`src/rtl/apb_arb_master_if.sv`:
```
// APB bus bundle between apb_arb_master and its slave.
// Master drives select/enable/address/data; slave answers.
interface apb_arb_master_if #(
  parameter int ADDR_W = 12,
  parameter int DATA_W = 32
);
  logic              PSEL;
  logic              PENABLE;
  logic              PWRITE;
  logic [ADDR_W-1:0] PADDR;
  logic [DATA_W-1:0] PWDATA;
  logic [DATA_W-1:0] PRDATA;
  logic              PREADY;

  modport master (
    output PSEL, PENABLE, PWRITE, PADDR, PWDATA,
    input  PRDATA, PREADY
  );

  modport slave (
    input  PSEL, PENABLE, PWRITE, PADDR, PWDATA,
    output PRDATA, PREADY
  );
endinterface

```
`src/rtl/apb_arb_master.sv`:
```
// Two-requester round-robin APB master (IDLE/SETUP/ACCESS).
// Optional macro APB_TIMEOUT_EN: abort ACCESS after TIMEOUT cycles.
module apb_arb_master #(
  parameter int ADDR_W  = 12,
  parameter int DATA_W  = 32,
  parameter int TIMEOUT = 16
) (
  input  logic              PCLK,
  input  logic              PRESET,
  input  logic              req0,
  input  logic              we0,
  input  logic [ADDR_W-1:0] addr0,
  input  logic [DATA_W-1:0] wdata0,
  output logic [DATA_W-1:0] rdata0,
  output logic              done0,
  output logic              err0,
  input  logic              req1,
  input  logic              we1,
  input  logic [ADDR_W-1:0] addr1,
  input  logic [DATA_W-1:0] wdata1,
  output logic [DATA_W-1:0] rdata1,
  output logic              done1,
  output logic              err1,
  output logic              busy,
  apb_arb_master_if.master  apb
);

  typedef enum logic [1:0] {
    IDLE,
    SETUP,
    ACCESS
  } state_t;

  state_t state;
  logic   ptr;
  logic   gnt;
  logic   r0;
  logic   r1;
  logic   win;

  // Mask the requester being acknowledged so a held req is not re-granted.
  always_comb begin
    r0  = req0 & ~done0;
    r1  = req1 & ~done1;
    win = (r0 & r1) ? ptr : r1;
  end

`ifdef APB_TIMEOUT_EN
  localparam int CW = $clog2(TIMEOUT + 1);
  logic [CW-1:0] cnt;
`else
  assign err0 = 1'b0;
  assign err1 = 1'b0;
`endif

  // Arbitration, APB phase sequencing and completion reporting.
  always_ff @(posedge PCLK) begin
    if (PRESET) begin
      state       <= IDLE;
      ptr         <= 1'b0;
      gnt         <= 1'b0;
      busy        <= 1'b0;
      done0       <= 1'b0;
      done1       <= 1'b0;
      rdata0      <= '0;
      rdata1      <= '0;
      apb.PSEL    <= 1'b0;
      apb.PENABLE <= 1'b0;
      apb.PWRITE  <= 1'b0;
      apb.PADDR   <= '0;
      apb.PWDATA  <= '0;
`ifdef APB_TIMEOUT_EN
      err0        <= 1'b0;
      err1        <= 1'b0;
      cnt         <= '0;
`endif
    end else begin
      done0 <= 1'b0;
      done1 <= 1'b0;
`ifdef APB_TIMEOUT_EN
      err0  <= 1'b0;
      err1  <= 1'b0;
`endif
      unique case (state)
        IDLE: begin
          if (r0 | r1) begin
            gnt         <= win;
            apb.PWRITE  <= win ? we1 : we0;
            apb.PADDR   <= win ? addr1 : addr0;
            apb.PWDATA  <= win ? wdata1 : wdata0;
            apb.PSEL    <= 1'b1;
            apb.PENABLE <= 1'b0;
            busy        <= 1'b1;
            state       <= SETUP;
          end
        end
        SETUP: begin
          apb.PENABLE <= 1'b1;
          state       <= ACCESS;
`ifdef APB_TIMEOUT_EN
          cnt         <= CW'(1);
`endif
        end
        ACCESS: begin
          if (apb.PREADY) begin
            apb.PSEL    <= 1'b0;
            apb.PENABLE <= 1'b0;
            busy        <= 1'b0;
            state       <= IDLE;
            ptr         <= ~gnt;
            if (gnt) begin
              done1 <= 1'b1;
              if (!apb.PWRITE) rdata1 <= apb.PRDATA;
            end else begin
              done0 <= 1'b1;
              if (!apb.PWRITE) rdata0 <= apb.PRDATA;
            end
          end
`ifdef APB_TIMEOUT_EN
          else if (cnt == CW'(TIMEOUT)) begin
            apb.PSEL    <= 1'b0;
            apb.PENABLE <= 1'b0;
            busy        <= 1'b0;
            state       <= IDLE;
            ptr         <= ~gnt;
            if (gnt) begin
              done1 <= 1'b1;
              err1  <= 1'b1;
            end else begin
              done0 <= 1'b1;
              err0  <= 1'b1;
            end
          end else begin
            cnt <= cnt + CW'(1);
          end
`endif
        end
        default: state <= IDLE;
      endcase
    end
  end

endmodule

```
`src/flat_wrapper.sv`:
```
// flat-port wrapper written by rule: the top's interface ports become plain ports
module apb_arb_master_flat 
#(
  parameter int ADDR_W  = 12,
  parameter int DATA_W  = 32,
  parameter int TIMEOUT = 16
)
  (PCLK, PRESET, req0, we0, addr0, wdata0, rdata0, done0, err0, req1, we1, addr1, wdata1, rdata1, done1, err1, busy, apb_PSEL, apb_PENABLE, apb_PWRITE, apb_PADDR, apb_PWDATA, apb_PRDATA, apb_PREADY);
  apb_arb_master_if #(.ADDR_W(ADDR_W), .DATA_W(DATA_W)) apb_i ();
  input  logic PCLK;
  input  logic PRESET;
  input  logic req0;
  input  logic we0;
  input  logic [ADDR_W-1:0] addr0;
  input  logic [DATA_W-1:0] wdata0;
  output logic [DATA_W-1:0] rdata0;
  output logic done0;
  output logic err0;
  input  logic req1;
  input  logic we1;
  input  logic [ADDR_W-1:0] addr1;
  input  logic [DATA_W-1:0] wdata1;
  output logic [DATA_W-1:0] rdata1;
  output logic done1;
  output logic err1;
  output logic busy;
  output wire logic [$bits(apb_i.PSEL)-1:0] apb_PSEL;
  output wire logic [$bits(apb_i.PENABLE)-1:0] apb_PENABLE;
  output wire logic [$bits(apb_i.PWRITE)-1:0] apb_PWRITE;
  output wire logic [$bits(apb_i.PADDR)-1:0] apb_PADDR;
  output wire logic [$bits(apb_i.PWDATA)-1:0] apb_PWDATA;
  input wire logic [$bits(apb_i.PRDATA)-1:0] apb_PRDATA;
  input wire logic [$bits(apb_i.PREADY)-1:0] apb_PREADY;
  assign apb_PSEL = apb_i.PSEL;
  assign apb_PENABLE = apb_i.PENABLE;
  assign apb_PWRITE = apb_i.PWRITE;
  assign apb_PADDR = apb_i.PADDR;
  assign apb_PWDATA = apb_i.PWDATA;
  assign apb_i.PRDATA = apb_PRDATA;
  assign apb_i.PREADY = apb_PREADY;
  apb_arb_master #(.ADDR_W(ADDR_W), .DATA_W(DATA_W), .TIMEOUT(TIMEOUT)) u_core (.PCLK(PCLK), .PRESET(PRESET), .req0(req0), .we0(we0), .addr0(addr0), .wdata0(wdata0), .rdata0(rdata0), .done0(done0), .err0(err0), .req1(req1), .we1(we1), .addr1(addr1), .wdata1(wdata1), .rdata1(rdata1), .done1(done1), .err1(err1), .busy(busy), .apb(apb_i));
endmodule
```
`config.mk`:
```
export PLATFORM = sky130hd
export DESIGN_NAME = apb_arb_master_flat
export DESIGN_NICKNAME = d
export VERILOG_FILES = /design/src/rtl/apb_arb_master_if.sv /design/src/rtl/apb_arb_master.sv /design/src/flat_wrapper.sv
export SDC_FILE = /design/constraint.sdc
export NUM_CORES = 1
export LEC_CHECK = 0
export ABC_CLOCK_PERIOD_IN_PS = 1700
export CAP_MARGIN = 20
export CORE_MARGIN = 1
export CORE_UTILIZATION = 36
export CTS_BUF_LIST = sky130_fd_sc_hd__clkbuf_2 sky130_fd_sc_hd__clkbuf_4 sky130_fd_sc_hd__clkbuf_8
export CTS_CLUSTER_SIZE = 16
export DETAILED_ROUTE_END_ITERATION = 10
export GPL_TIMING_DRIVEN = 0
export PLACE_DENSITY = 0.86
export SLEW_MARGIN = 25
export SYNTH_ARGS = -nofsm -noshare
export SYNTH_HDL_FRONTEND = slang
export SYNTH_SLANG_ARGS = --single-unit
```
`constraint.sdc`:
```
create_clock -name PCLK -period 1.7 [get_ports PCLK]
set_clock_uncertainty 0.2 [all_clocks]
set_input_delay 0.34 -clock PCLK [delete_from_list [all_inputs] [get_ports PCLK]]
set_output_delay 0.34 -clock PCLK [all_outputs]
set_load 0.1 [all_outputs]
```
## After elaboration in Yosys (flattened, before gate mapping)

Cells that the tools add are included.

| storage, ports and cells | value |
|---|---|
| flip-flop bits (word level) | 117 |
| input port bits | 127 |
| output and inout bits | 116 |
| word-level logic and storage cells | 51 |

| cells by class | value |
|---|---|
| eq/ne operators | 4 |
| muxes and demuxes | 14 |
| bitwise gates (word level) | 10 |
| reduce and logical (&&, ||, !) cells | 11 |

Operators by type and width:

| kind | number |
|---|---|
| 2-to-1 mux 32 bit | 1 |
| 2-to-1 mux 12 bit | 1 |
| AND reduction 4 bit | 2 |
| 2-to-1 mux 1 bit | 7 |
| NOT 1 bit | 6 |
| one-hot mux 2 bit (3 select lines) | 1 |
| AND reduction 2 bit | 3 |
| AND reduction 3 bit | 2 |
| 2-to-1 mux 2 bit | 2 |
| AND 1 bit | 3 |
| one-hot mux 1 bit (3 select lines) | 1 |
| nonzero test 3 bit | 1 |
| OR reduction 3 bit | 1 |
| equality test 2 x 1 -> 1 bit, second input constant | 1 |
| equality test 2 bit, second input constant | 1 |
| logical NOT 2 bit | 1 |
| != test 2 x 1 -> 1 bit, second input constant | 1 |
| != test 2 bit, second input constant | 1 |
| one-hot mux 1 bit (2 select lines) | 1 |
| nonzero test 2 bit | 1 |
| bitwise OR 1 bit | 1 |

## Depth between registers and ports, before layout

Gate-level depths: netlist of run 1.

| logic depth | value |
|---|---|
| word-level depth | 5 |
| depth in mapped cells | 6 |
| gate-level depth less buffers | 4 |

## Least setup slack after synthesis of run 1

Ideal clock, no wire load.

| timing | value |
|---|---|
| path type | register to register |
| start | register u_core.done1 |
| end | register u_core.apb.PWDATA[10] |
| setup time | 86 ps |
| arrival | 1990 ps |
| required time | 1414 ps |
| setup slack | -575 ps |
| cell stages (with the launch flop) | 7 |
| path buffers | 2 |
| period minus slack after synthesis | 2275 ps |
| cells stage by stage | dfxtp_1 > and2b_1 > o21ai_1 > buf_4 > buf_4 > a21oi_1 > a211oi_1 |

| between the ends | value |
|---|---|
| cells in the longest elaborated chain, start to end | 5 |
| elaborated cells on any way between the ends | 7 |
| those cells by class | mux (2); bitwise (4); reduce/logical (1) |

RTL lines:

| element | line | text |
|---|---|---|
| start, declared | apb_arb_master.sv:22 | `output logic done1,` |
| start signal, assigned | apb_arb_master.sv:64 | `done1 <= 1'b0;` |
| start signal, assigned | apb_arb_master.sv:79 | `done1 <= 1'b0;` |
| start signal, assigned | apb_arb_master.sv:112 | `done1 <= 1'b1;` |
| NOT 1 bit * | apb_arb_master.sv:44 | `r1 = req1 & ~done1;` |
| AND 1 bit * | apb_arb_master.sv:44 |  |
| AND 1 bit | apb_arb_master.sv:45 | `win = (r0 & r1) ? ptr : r1;` |
| 2-to-1 mux 1 bit | apb_arb_master.sv:45 |  |
| 2-to-1 mux 32 bit | apb_arb_master.sv:90 | `apb.PWDATA <= win ? wdata1 : wdata0;` |
| end signal, assigned | apb_arb_master.sv:90 |  |
| end, declared | apb_arb_master_if.sv:16 | `output PSEL, PENABLE, PWRITE, PADDR, PWDATA,` |

Mark *: on every way between the ends. The rest lies on a longest branch, timed or not.
A chain may end at the register's enable or synchronous reset.

## Worst setup path after layout of run 1

| timing | value |
|---|---|
| start | register u_core.state[0] |
| end | register u_core.rdata1[1] |

| between the ends | value |
|---|---|
| cells in the longest elaborated chain, start to end | 2 |

RTL lines:

| element | line | text |
|---|---|---|
| start, declared | apb_arb_master.sv:34 | `state_t state;` |
| start signal, assigned | apb_arb_master.sv:59 | `state <= IDLE;` |
| start signal, assigned | apb_arb_master.sv:94 | `state <= SETUP;` |
| start signal, assigned | apb_arb_master.sv:99 | `state <= ACCESS;` |
| equality test 2 bit | apb_arb_master.sv:84 | `unique case (state)` |
| AND reduction 4 bit (no source line) | - |  |
| end signal, assigned | apb_arb_master.sv:113 | `if (!apb.PWRITE) rdata1 <= apb.PRDATA;` |
| end, declared | apb_arb_master.sv:21 | `output logic [DATA_W-1:0] rdata1,` |

Every way passes these cells.

==> results of run 1 <==
[flip-flops by register name, summed over array words and instances, names as in the netlist]
name                cells
u_core.apb.PADDR       12
u_core.done0            1
u_core.rdata0          32
u_core.apb.PSEL         1
u_core.done1            1
u_core.apb.PWRITE       1
u_core.apb.PENABLE      1
u_core.state            2
u_core.gnt              1
u_core.rdata1          32
u_core.apb.PWDATA      32
u_core.ptr              1
[how the worst max path moves through the flow]
| stage | startpoint | endpoint | slack (ns) | cells after the start |
|---|---|---|---|---|
| 4_1_cts | u_core.done0 | u_core.apb.PWDATA[21] | -0.03 | 6 |
| 3_5_place_dp | req0 | u_core.apb.PWDATA[10] | -0.61 | 7 |
| 3_3_place_gp | req0 | u_core.apb.PWDATA[10] | -0.61 | 7 |
| 2_1_floorplan | u_core.done0 | u_core.apb.PWDATA[10] | -0.12 | 6 |
| 5_1_grt | u_core.state[0] | u_core.rdata1[1] | -0.11 | 6 |
| 6_report | u_core.state[0] | u_core.rdata1[1] | -0.07 | 6 |
[worst max-delay path: cells and delay by family (launching register included)]
family	cells	cell delay, ns
simple gates	3	0.69
flops	1	0.34
buf+inv	2	0.33
compound gates	1	0.07
[layout by cell type (no fill, tap or decap), types with 2 or more instances in the layout]
master / Yosys / final
nand2_1: 177 / 147
a211oi_1: 45 / 31
buf_6: 7 / 23
buf_12: 0 / 8
dfxtp_2: 0 / 4
clkbuf_16: 0 / 3
a211oi_2: 0 / 14
nand2b_1: 2 / 2
conb_1: 1 / 2
or3b_4: 0 / 2
nand2_2: 1 / 8
clkinvlp_4: 0 / 4
a21oi_1: 114 / 47
diode_2: 0 / 2
buf_4: 7 / 111
clkbuf_8: 0 / 18
dfxtp_1: 117 / 110
buf_8: 0 / 3
clkdlybuf4s50_1: 0 / 123
dfxtp_4: 0 / 3
clkinv_2: 0 / 4
a21oi_4: 0 / 12
inv_6: 0 / 2
nand2_4: 0 / 23
clkbuf_2: 0 / 2
nor2_1: 51 / 51
clkbuf_4: 0 / 6
buf_2: 19 / 4
a21oi_2: 0 / 55
clkbuf_1: 16 / 11
[stage by stage]
step / instances / instance area [um^2] / util, % / hold WS, ns / TNS, ns
4_1_cts: 1015 / 7620 / 62.7 / 0.247 / -0.246
2_1_floorplan: 572 / 4740 / - / 0.249 / -3.39
3_3_place_gp: 979 / 7350 / 60.4 / 0.241 / -88.38
6_report: 1020 / 8240 / 67.8 / 0.0712 / -0.538
5_1_grt: 1019 / 8240 / 67.8 / 0.108 / -3.53
3_5_place_dp: 979 / 7350 / 60.4 / 0.246 / -89.73
[power breakdown]
part	total, mW	switching (mW)	internal [mW]
logic	2.71	1.87	0.843
registers	3.02	0.110	2.91
clock network	2.39	1.17	1.22
total	8.13	3.15	4.98
[layer usage]
metal  global-route usage (%)  routed length (um)
met1                     27.2                6720
met2                     39.4                8100
met3                     6.41                 877
met4                     7.71                 368
met5                        0                   0
[timing repair]
item / in CTS / in global routing
setup endpoints to repair: 215 / 107
pin swaps: 8 / 62
buffers inserted: 2 / 2
gates cloned: 2 / 3
gates resized for setup: 722 / 143
[cell type report]
class | count | area share (%)
Sequential cell | 117 | 28.6
Buffer | 48 | 5.45
Antenna cell | 2 | 0.0607
Multi-Input combinational cell | 406 | 30.9
Tap cell | 168 | 2.55
Timing Repair Buffer | 247 | 28.0
Clock inverter | 12 | 1.26
Clock buffer | 20 | 3.19
[cell families after synthesis]
| logic type | Yosys count |
|---|---|
| buf+inv | 49 |
| other cells | 1 |
| compound gates | 162 |
| simple gates | 242 |
| flops | 117 |
==> results.sh, run 1 <==
export IMPL_dieArea_mm2=0.0130
export IMPL_tightest_slew_ns=0.682
export IMPL_vias=4981
export IMPL_hpwl_um=10900
export IMPL_post_route_min_period_ns=1.77
export IMPL_grt_max_degree=17
export IMPL_grt_total_usage_pct=22.8
export IMPL_start_kind="flop"
export IMPL_ys_seq_elements=117
export IMPL_regToRegStartpoint="u_core.state[0]"
export IMPL_insertion_delay_ns=0.42
export IMPL_r2r_slack_ns=-0.07
export IMPL_syn_area_mm2=0.00453
export IMPL_synth_top_family_by_area="simple AND/OR/NAND/NOR gates"
export IMPL_hold_path_cell_count=4
export IMPL_hold_end="u_core.state[1]"
export IMPL_layout_drive_gt1_share_pct=37.6
export IMPL_yosysSeqAreaShare_pct=51.7
export IMPL_clk_path_buf_depth=2
export IMPL_cp_arrival_ns=1.85
export IMPL_yosys_top_cells_count="nand2_1, dfxtp_1, a21oi_1"
export IMPL_async_reset_ff_share_pct=0
export IMPL_yosys_mux_area_fraction_pct=0
export IMPL_post_route_period_util_pct=104
export IMPL_firstDrtPassIters=7
export IMPL_violations="setup timing"
export IMPL_critPathCaptureType="flop"
export IMPL_timing_rr_end="u_core.rdata1[1]"
export IMPL_max_stage_delay_ns=0.41
export IMPL_ant_nets=0
export IMPL_core_area_mm2=0.0122
export IMPL_grt_pass1_wl_um=23100
export IMPL_yosysUniqueCellTypes=25
export IMPL_drc_errors=0
export IMPL_setup_viol=40
export IMPL_yosysWarnings=0
export IMPL_yosysMostFrequentCell="nand2_1"
export IMPL_die_w_um=114
export IMPL_netlist_instances=571
export IMPL_die_h_um=114
export IMPL_synth_area_per_cell_um2=7.94
export IMPL_grt_pass1_vias=4556
export IMPL_synth_top_area_share_pct=51.7
export IMPL_outcome="complete, but fails checks"
export IMPL_hp_class="input port to flop"
export IMPL_wl_per_cell_um=15.8
export IMPL_synth_fa_ha_area_share_pct=0
export IMPL_synth_area_leader_cell="dfxtp_1"
export IMPL_post_place_ws_ns=-0.610
export IMPL_totalPowerFinal_mw=8.13
export IMPL_drt_wl_total_um=16100
export IMPL_yosys_area_share_xor_xnor_pct=0
export IMPL_drt_iter0_markers=270
export IMPL_crit_slowest_cell="or3b_4"
export IMPL_grt_ovfl_total=0
export IMPL_cts_tree="done"
export IMPL_syn2layout_area_growth_pct=81.9
export IMPL_synth_flop_cell="dfxtp_1"
export IMPL_rsz0062_at_grt="true"
export IMPL_cap_violations=0
export IMPL_nets=964
export IMPL_htree_levels=4
export IMPL_initial_utilization_pct=37.3
export IMPL_clk_pin_slew_ns=0.07
export IMPL_pin_count=243
export IMPL_power_leakage_nw=3.24
export IMPL_setup_slack_ns=-0.0709
export IMPL_gp_congestion=0.830
export IMPL_synth_simple_gate_area_share_pct=21.5
export IMPL_regArea_mm2=0.00236
export IMPL_cts_buffers=17
export IMPL_relSlewSlack_pct=54.6
export IMPL_io_buffers=239
export IMPL_num_rows=40
export IMPL_multi_input_comb_area_mm2=0.00255
export IMPL_grt_antenna_before_repair=1
export IMPL_worstPathCellList="nand3b_4, or3b_4, buf_12, clkbuf_16, nand2_2, a21oi_1"
export IMPL_worstSetupPathType="flop to flop"
export IMPL_cts_sinks=117
export IMPL_slew_violations=0
export IMPL_hold_viol_final=0
export IMPL_cp_max_fo=8
export IMPL_irDropWorstVdd_mv=0.561
export IMPL_synth_top_cells_by_area="dfxtp_1, nand2_1, a21oi_1, a211oi_1, nor2_1"
export IMPL_vias_per_cell=4.88
export IMPL_p_per_area_mw_per_mm2=986
export IMPL_root_buffer="clkbuf_8"
export IMPL_fillers=989
export IMPL_hold_buffers=0
export IMPL_critPathRequiredTime_ns=1.78
export IMPL_hold_start="apb_PREADY"
export IMPL_clock_fmax_mhz=565
export IMPL_synth_edff_count=0
export IMPL_reg2reg_depth=6
export IMPL_synth_compound_area_share_pct=20.4
Note: power is estimated with default switching activity, not from simulation.
==> run 2, diff against run 1 <==
--- a/config.mk
+++ b/config.mk
@@ -13,7 +13,7 @@
 export CTS_CLUSTER_SIZE = 16
 export DETAILED_ROUTE_END_ITERATION = 10
 export GPL_TIMING_DRIVEN = 0
-export PLACE_DENSITY = 0.86
+export PLACE_DENSITY = 0.83
 export SLEW_MARGIN = 25
 export SYNTH_ARGS = -nofsm -noshare
 export SYNTH_HDL_FRONTEND = slang
==> run 2 against run 1 <==
Net effect:
- the flow still finishes with violations (setup timing)
- register-to-register slack better by 0.02 ns
- count of clock-buffer cells in the layout is 1 lower
- worst setup slack improved by 0.018 ns
- flip-flop and latch count unchanged
- wire length increased by 5.4%
- die area unchanged
- design area grew 2.9%
- combinational power increased by 5%
- critical endpoint is now u_core.apb.PWDATA[12]
- largest cell class unchanged
- largest power group unchanged
==> results.sh, run 2 (synthesized netlist as in run 1, its figures left out) <==
export IMPL_cts_sinks=117
export IMPL_timing_rr_end="u_core.apb.PWDATA[12]"
export IMPL_violations="setup timing"
export IMPL_insertion_delay_ns=0.44
export IMPL_clk_path_buf_depth=2
export IMPL_relSlewSlack_pct=50.6
export IMPL_syn2layout_area_growth_pct=87.2
export IMPL_die_w_um=114
export IMPL_irDropWorstVdd_mv=0.626
export IMPL_most_common_layout_cells="nand2_1, clkdlybuf4s50_1, dfxtp_1"
export IMPL_clk_pin_slew_ns=0.07
export IMPL_hold_start="apb_PREADY"
export IMPL_max_stage_delay_ns=0.38
export IMPL_dieArea_mm2=0.0130
export IMPL_outcome="complete, but fails checks"
export IMPL_cp_common_cell="buf_12"
export IMPL_slew_violations=0
export IMPL_tightest_slew_ns=0.742
export IMPL_hold_path_cell_count=4
export IMPL_vias=5094
export IMPL_multi_input_comb_area_mm2=0.00258
export IMPL_post_route_min_period_ns=1.75
export IMPL_die_h_um=114
export IMPL_grt_antenna_before_repair=1
export IMPL_hold_viol_final=0
export IMPL_htree_levels=4
export IMPL_r2r_slack_ns=-0.05
export IMPL_cp_max_fo=10
export IMPL_totalPowerFinal_mw=8.50
export IMPL_ant_nets=0
export IMPL_worstSetupPathType="flop to flop"
export IMPL_grt_pass1_wl_um=23800
export IMPL_critPathCaptureType="flop"
export IMPL_hp_class="input port to flop"
export IMPL_setup_viol=20
export IMPL_root_buffer="clkbuf_8"
export IMPL_drt_wl_total_um=16900
export IMPL_cap_violations=0
export IMPL_mostFrequentLayoutCell="nand2_1"
export IMPL_rsz0062_at_grt="true"
export IMPL_worstPathCellList="or3b_4, and2_4, buf_12, buf_12, a21oi_4, a211oi_2"
export IMPL_crit_slowest_cell="or3b_4"
export IMPL_gp_congestion=0.850
export IMPL_layout_drive_gt1_share_pct=37.3
export IMPL_final_core_utilization_pct=69.8
export IMPL_vias_per_cell=4.96
export IMPL_cts_tree="done"
export IMPL_grt_pass1_vias=4788
export IMPL_clock_fmax_mhz=570
export IMPL_power_leakage_nw=3.34
export IMPL_grt_total_usage_pct=23.5
export IMPL_critPathRequiredTime_ns=1.80
export IMPL_reg_top3="u_core.apb.PWDATA: 32 flops, u_core.rdata0: 32 flops, u_core.rdata1: 32 flops"
export IMPL_io_buffers=239
export IMPL_hold_end="u_core.state[1]"
export IMPL_regArea_mm2=0.00236
export IMPL_hpwl_um=10800
export IMPL_grt_max_degree=17
export IMPL_fillers=954
export IMPL_grt_ovfl_total=0
export IMPL_firstDrtPassIters=4
export IMPL_setup_slack_ns=-0.0531
export IMPL_initial_utilization_pct=37.3
export IMPL_drc_errors=0
export IMPL_drt_iter0_markers=408
export IMPL_start_kind="flop"
export IMPL_nets=972
export IMPL_wl_per_cell_um=16.5
export IMPL_post_route_period_util_pct=103
export IMPL_pin_count=243
export IMPL_cp_arrival_ns=1.85
export IMPL_core_area_mm2=0.0122
export IMPL_reg2reg_depth=6
export IMPL_cts_buffers=17
export IMPL_p_per_area_mw_per_mm2=1000
export IMPL_regToRegStartpoint="u_core.done0"
export IMPL_hold_buffers=0
export IMPL_num_rows=40
==> run 2: worst max path at each step <==
stage,from,endpoint,slack [ns],cells after the start
global placement,req0,u_core.apb.PWDATA[14],-0.53,6
detailed placement,req0,u_core.apb.PWDATA[30],-0.55,6
finish,u_core.done0,u_core.apb.PWDATA[12],-0.05,6
CTS,u_core.done0,done0,-0.009,2
floorplan,u_core.done0,u_core.apb.PWDATA[10],-0.12,6
global route,u_core.state[0],u_core.rdata1[22],-0.09,6
==> run 2: critical path: cells and delay by family (launching register included) <==
family	cells	cell delay, ns
and+or+nand+nor	2	0.54
DFF	1	0.35
AOI/OAI and AO/OA	2	0.23
buffers and inverters	2	0.29
==> run 2: routing by layer <==
layer	wire [um]	track usage, %	vias to the layer above
met1	7010	27.6	2414
li1	-	-	2455
met4	490	10.9	0
met5	0	0	-
met2	8500	39.6	186
met3	935	6.78	39
==> run 2: where the power goes <==
part / internal [mW] / leakage [nW] / switching [mW]
Sequential: 2.91 / 0.959 / 0.108
Clock: 1.40 / 0.199 / 1.23
Combinational: 0.913 / 2.18 / 1.94
Total: 5.22 / 3.34 / 3.28
==> run 2: area by class of cell <==
| class | count | area share, % |
|---|---|---|
| timing repair buffer | 254 | 28.9 |
| tap | 168 | 2.48 |
| sequential | 117 | 27.8 |
| clock inverter | 13 | 1.75 |
| clock buffer | 19 | 3.08 |
| buffer | 48 | 5.53 |
| antenna | 1 | 0.0295 |
| multi-input combinational | 407 | 30.5 |
==> run 2: through the flow <==
step	cell area (um^2)	setup slack (ns)	TNS, ns	hold slack (ns)	cells
6_report	8490	-0.0531	-0.254	0.0623	1027
5_1_grt	8490	-0.0856	-3.40	0.0866	1027
4_1_cts	7730	-0.00910	-0.0110	0.220	1018
3_5_place_dp	7350	-0.553	-88.78	0.246	979
3_3_place_gp	7350	-0.527	-86.51	0.241	979
2_1_floorplan	4740	-0.122	-3.39	0.249	572
==> run 2: timing repair <==
action / in CTS / in global routing
setup endpoints to repair: 214 / 108
gates cloned: 3 / 6
resized for setup: 734 / 147
pin swaps: 6 / 37
setup buffers: 4 / 3
